===== src/rtl/seg7_scan_ctrl.sv =====
// Time-multiplexed scan controller for a multi-digit 7-segment display.
// Drives one shared decoder (x -> z), one-hot digit enables with dead time, and frame-synchronous data commit.
module seg7_scan_ctrl #(
  parameter int N_DIGITS     = 4,
  parameter int DIGIT_CYCLES = 1000,
  parameter int GAP_CYCLES   = 2
) (
  input  logic                    clk,
  input  logic                    rst,
  input  logic                    en,
  input  logic                    load,
  input  logic [4*N_DIGITS-1:0]   data_in,
  input  logic [N_DIGITS-1:0]     blank_in,
  output logic                    load_ack,
  output logic [3:0]              x,
  input  logic [6:0]              z,
  output logic [6:0]              seg,
  output logic [N_DIGITS-1:0]     an,
  output logic                    frame_done
);

  localparam int CNT_W = $clog2(DIGIT_CYCLES);
  localparam int IDX_W = $clog2(N_DIGITS);

  localparam logic [CNT_W-1:0] GAP_LAST = CNT_W'(GAP_CYCLES - 1);
  localparam logic [CNT_W-1:0] ON_LAST  = CNT_W'(DIGIT_CYCLES - GAP_CYCLES - 1);
  localparam logic [IDX_W-1:0] IDX_LAST = IDX_W'(N_DIGITS - 1);

  typedef enum logic [1:0] {
    S_OFF = 2'd0,
    S_GAP = 2'd1,
    S_ON  = 2'd2
  } state_t;

  state_t                 state, state_nxt;
  logic [CNT_W-1:0]       cnt, cnt_nxt;
  logic [IDX_W-1:0]       idx, idx_nxt;
  logic                   frame_end;

  logic                   pend, pend_nxt, commit;
  logic [4*N_DIGITS-1:0]  pend_data, act_data, act_data_nxt;
  logic [N_DIGITS-1:0]    pend_blank, act_blank, act_blank_nxt;

  logic [N_DIGITS-1:0]    an_nxt;
  logic [3:0]             x_nxt;

  always_ff @(posedge clk) begin
    if (rst) begin
      state <= S_OFF;
      cnt   <= '0;
      idx   <= '0;
    end else begin
      state <= state_nxt;
      cnt   <= cnt_nxt;
      idx   <= idx_nxt;
    end
  end

  // Dropping en wins over any slot/frame transition, so an aborted frame never reports done.
  always_comb begin
    state_nxt = state;
    cnt_nxt   = cnt;
    idx_nxt   = idx;
    frame_end = 1'b0;
    case (state)
      S_OFF: begin
        cnt_nxt = '0;
        idx_nxt = '0;
        if (en) state_nxt = S_GAP;
      end
      S_GAP: begin
        if (!en) begin
          state_nxt = S_OFF;
          cnt_nxt   = '0;
          idx_nxt   = '0;
        end else if (cnt == GAP_LAST) begin
          state_nxt = S_ON;
          cnt_nxt   = '0;
        end else begin
          cnt_nxt = cnt + 1'b1;
        end
      end
      S_ON: begin
        if (!en) begin
          state_nxt = S_OFF;
          cnt_nxt   = '0;
          idx_nxt   = '0;
        end else if (cnt == ON_LAST) begin
          state_nxt = S_GAP;
          cnt_nxt   = '0;
          if (idx == IDX_LAST) begin
            idx_nxt   = '0;
            frame_end = 1'b1;
          end else begin
            idx_nxt = idx + 1'b1;
          end
        end else begin
          cnt_nxt = cnt + 1'b1;
        end
      end
      default: begin
        state_nxt = S_OFF;
        cnt_nxt   = '0;
        idx_nxt   = '0;
      end
    endcase
  end

  // A load in the commit cycle stays pending; the older pending value is the one committed.
  always_comb begin
    commit        = pend && ((state == S_OFF) || frame_end);
    act_data_nxt  = commit ? pend_data  : act_data;
    act_blank_nxt = commit ? pend_blank : act_blank;
    if (load)        pend_nxt = 1'b1;
    else if (commit) pend_nxt = 1'b0;
    else             pend_nxt = pend;
  end

  // Outputs look ahead at the next state so x and an change on the same edge as the transition.
  always_comb begin
    an_nxt = '0;
    x_nxt  = '0;
    if (state_nxt != S_OFF) x_nxt = act_data_nxt[{idx_nxt, 2'b00} +: 4];
    if (state_nxt == S_ON && !act_blank_nxt[idx_nxt]) an_nxt[idx_nxt] = 1'b1;
  end

  always_ff @(posedge clk) begin
    if (rst) begin
      pend       <= 1'b0;
      act_data   <= '0;
      act_blank  <= '0;
      an         <= '0;
      x          <= '0;
      load_ack   <= 1'b0;
      frame_done <= 1'b0;
    end else begin
      pend       <= pend_nxt;
      act_data   <= act_data_nxt;
      act_blank  <= act_blank_nxt;
      an         <= an_nxt;
      x          <= x_nxt;
      load_ack   <= commit;
      frame_done <= frame_end;
    end
  end

  always_ff @(posedge clk) begin
    if (load) begin
      pend_data  <= data_in;
      pend_blank <= blank_in;
    end
  end

  assign seg = (an != '0) ? z : 7'd0;

endmodule

===== config.mk =====
export PLATFORM = sky130hd
export DESIGN_NAME = seg7_scan_ctrl
export DESIGN_NICKNAME = d
export VERILOG_FILES = /design/src/rtl/seg7_scan_ctrl.sv
export SDC_FILE = /design/constraint.sdc
export NUM_CORES = 1
export LEC_CHECK = 0
export CORE_ASPECT_RATIO = 1.1
export CORE_MARGIN = 2
export CORE_UTILIZATION = 56
export DETAILED_ROUTE_END_ITERATION = 6
export PLACE_DENSITY_LB_ADDON = 0.05
export SLEW_MARGIN = 25
export SYNTH_ARGS = -nofsm -noshare
export SYNTH_HDL_FRONTEND = slang
export SYNTH_SLANG_ARGS = --single-unit

===== constraint.sdc =====
create_clock -name clk -period 4.2 [get_ports clk]
set_input_delay 0.42 -clock clk [delete_from_list [all_inputs] [get_ports clk]]
set_output_delay 0.42 -clock clk [all_outputs]
set_load 0.01 [all_outputs]

==> summary.md <==
| Metric | Value |
|---|---|
| Status | finished clean |
| Antenna Diode Count | 0 |
| # clock sinks | between 60 and 70 |
| Clock skew | 0.007187 ns |
| Initial antenna violation count | 0 |
| Startpoint Class | register |
| Yosys reg bits | 65 |
| Pwr dens | ~370 nW/um^2 |
| Final WS setup | 1.343 ns |
| Main combinational cell family by area after synthesis | simple AND/OR/NAND/NOR gates |
| TritonCTS Buffers | 9 |
| H-tree Lvls | 3 |
| Height of the die | around 79 um |
| Area added between synthesis and finish | 24.57% |
| Core area | slightly below 5000 sq um |
| Die area | 5651 sq um |
| Initial Utilization | a little under three fifths |
| TritonCTS clock tree | done |
| Grt ovf | 0 |
| Max-Cap Viols | 0 |
| Static Leak | between 1 and 1.5 nW |
| Antenna Nets Post-Route | 0 |
| DR vias/cell | 5.638 |
| Crit. End Element | register |
| Synth Cell Area | 2836 sq um |
| Final nets | 343 |
| Met2 usage in global routing | between 30% and 40% |
| GRT Max-Usage Layer | met2 |
| RePlAce Congestion | 0.8083 |
| Reg area | 1501 sq um |
| Post-synth ARST share | 0% |
| Max-slew violations | 0 |
| Synth warn | 0 |
| Post-DP HPWL | between 3 and 4 mm |
| CP max FO | 11 |
| Clock tree buffer depth | 2 |
| Setup repair bufs after CTS | 0 |
| Row cnt | 27 |
| Worst Tran Pin Value | 0.9612 ns |
| Met3 GRT Util | 6.418% |
| Compound-cell area share of the yosys netlist | 12.62% |
| Min-Delay Path Class | reg2reg |
| Multi-input gate area | 1269 sq um |
| Routed WL | ~5.6 mm |
| Cts repair resizes | 0 |
| IO buf count | 47 |
| Per-cell routed wire length | 15.20 um |
| Filler cells | 355 |
| Min Tclk post-route | 2.857 ns |
| GR Util met1 | 26.58% |
| Fmax | between 300 and 400 MHz |
| Hold buffer count at CTS | 0 |
| Arrival @ worst endpoint | 3.09 ns |
| DP Worst Slack | approximately 1.1 ns |
| Number of DRC markers in iteration 0 | 130 |
| Simple-gate portion of the synthesized area | 18.66% |
| Die extent in x | 71.86 um |
| Number of synthesized flops with an enable pin | 20 |
| Number of global-route vias before repair | 1954 |
| Clock transition at path regs | 0.06 ns |
| Post-Syn Nets | 292 |
| Worst path max stage delay | around 0.60 ns |
| Via count | between 2000 and 2500 |
| RSZ-0062 raised after global routing | false |
| Mux contribution to synthesized area | ~8.0% |
| Final setup fails | 0 |
| Final Instance Area | around 3500 sq um |
| Overall Global Routing Usage | 21.77% |
| Slowest library cell on the worst path | nor2b_1 |
| Ports | 48 |
| Required @ worst endpoint | between 4 and 5 ns |
| Worst-Skew Late Latency | 0.34 ns |
| Max-slew headroom | 35.72% |
| Synth Area per Inst | between 10 and 15 sq um |
| Hold Fails Final Rpt | 0 |
| Ys flop type | dfxtp_1 |
| First-pass GRT wire length | 9.170 mm |
| Fin crit share | 68.01% |
| TNS Setup | 0 ns |
| Root Driver | clkbuf_8 |
| Synth Area in Adders | 3.088% |
| DRT Pass-1 Iters | 4 |
| Post-synthesis sequential area ratio | 52.93% |
| Placed Instance Area | 3352 sq um |
| Largest net degree at the start of global routing | 29 |
| Synthesized netlist cell count | around 250 |
| Netlist cell types | 52 |
| Worst vdd ir | 0.2599 mV |
| Critical-path cell list | ha_1, or3b_4, nor4_4, nor2_1, nor2b_1, o211ai_1, a2111oi_2 |
| Critical path class | reg2reg |
| Share of cells above drive strength 1 | 12.62% |
| Final core occ | 71.64% |
| Post-route DRC | 0 |
| Post-synthesis xor/xnor area fraction | 2.161% |
| Pwr Total | 1.306 mW |
cell usage in the layout, fill, tap and decap left out, types with 3 or more instances in the layout:
master	Yosys	final
mux2_4	5	5
a32oi_1	3	3
mux2_2	3	3
o211ai_1	4	4
inv_1	8	8
nand2_1	29	29
edfxtp_1	20	20
xor2_1	4	4
nor2b_1	17	17
nand3_1	10	10
dfxtp_1	45	45
ha_1	7	7
clkbuf_8	0	9
nor3_1	5	5
clkdlybuf4s50_1	0	47
xnor2_1	3	3
a21oi_1	17	17
nor2_1	22	22
per-stage QoR:
| step | hold slack [ns] | cells |
|---|---|---|
| 2_1_floorplan | 0.4271 | 254 |
| 6_report | 0.4516 | 367 |
| 4_1_cts | 0.4519 | 367 |
| 3_5_place_dp | 0.4450 | 352 |
| 5_1_grt | 0.4714 | 367 |
| 3_3_place_gp | 0.4358 | 352 |
cell usage after synthesis, types with 2 or more instances:
cell type	n	area, sq um
ha_1	7	87.58
mux2_2	3	33.78
a21oi_1	17	85.08
and2_1	2	12.51
o31ai_1	2	15.01
xnor2_1	3	26.28
dfxtp_1	45	900.9
clkbuf_1	4	15.01
nand3_1	10	50.05
nor4_1	3	18.77
mux2i_1	2	20.02
mux2_4	5	75.07
xor2_1	4	35.03
nor2_1	22	82.58
edfxtp_1	20	600.6
o211ai_1	4	30.03
nor2b_1	17	106.4
a211o_1	2	17.52
mux4_2	2	45.04
mux4_1	2	52.55
a32oi_1	3	26.28
nand2_1	29	108.9
nor3_1	5	25.02
or3_1	2	12.51
a211oi_1	2	15.01
inv_1	8	30.03
o21ai_1	2	10.01
buf_1	3	11.26
worst paths after layout:
| path | from | cells after the start | to | slack (ns) |
|---|---|---|---|---|
| setup / recovery | cnt[0]$_SDFF_PP0_ | 7 | an[3]$_SDFF_PP0_ | 1.34 |
| hold / removal | act_data[5]$_SDFF_PP0_ | 2 | act_data[5]$_SDFF_PP0_ | 0.45 |
| setup reg to reg | cnt[0]$_SDFF_PP0_ | 7 | an[3]$_SDFF_PP0_ | 1.34 |
| hold reg to reg | act_data[5]$_SDFF_PP0_ | 2 | act_data[5]$_SDFF_PP0_ | 0.45 |
cell families after synthesis:
logic type | count (synthesis)
xor+xnor | 7
mux | 14
buf+inv | 17
simple gates | 100
compound gates | 44
flops | 65
fa+ha+maj | 7
layout make-up:
cell class	instances	area share, %
repair buffers	49	13.74
clock buffers	10	3.612
inverters	8	0.8499
clock inverters	5	1.346
flip-flops and latches	65	42.49
well taps	58	2.054
multi-input cells	172	35.91
power by group:
part           total, mW  internal (mW)  switching (mW)
clock              0.478          0.265           0.214
sequential         0.695          0.681          0.0141
combinational      0.133         0.0709          0.0617
worst max-delay path: cells and delay by family, from the launching register on:
kind                       cells  cell delay, ns
and+or+nand+nor                4            1.51
AOI/OAI and AO/OA              2            0.64
DFF                            1            0.42
adders and majority gates      1            0.19
sequential cells by signal (all words and copies together) (netlist names):
| name | cells |
|---|---|
| pend | 1 |
| act_blank | 4 |
| load_ack | 1 |
| pend_blank | 4 |
| x | 4 |
| cnt | 10 |
| idx | 2 |
| frame_done | 1 |
| state | 2 |
| pend_data | 16 |
| act_data | 16 |
| an | 4 |
layer usage:
| layer | part of all wire, % | up-vias |
|---|---|---|
| met2 | 50 | 49 |
| met3 | 4.4 | 9 |
| li1 | - | 1008 |
| met1 | 43 | 1003 |
| met4 | 2.4 | 0 |
| met5 | 0 | - |
(Power assumes the default switching activity.)
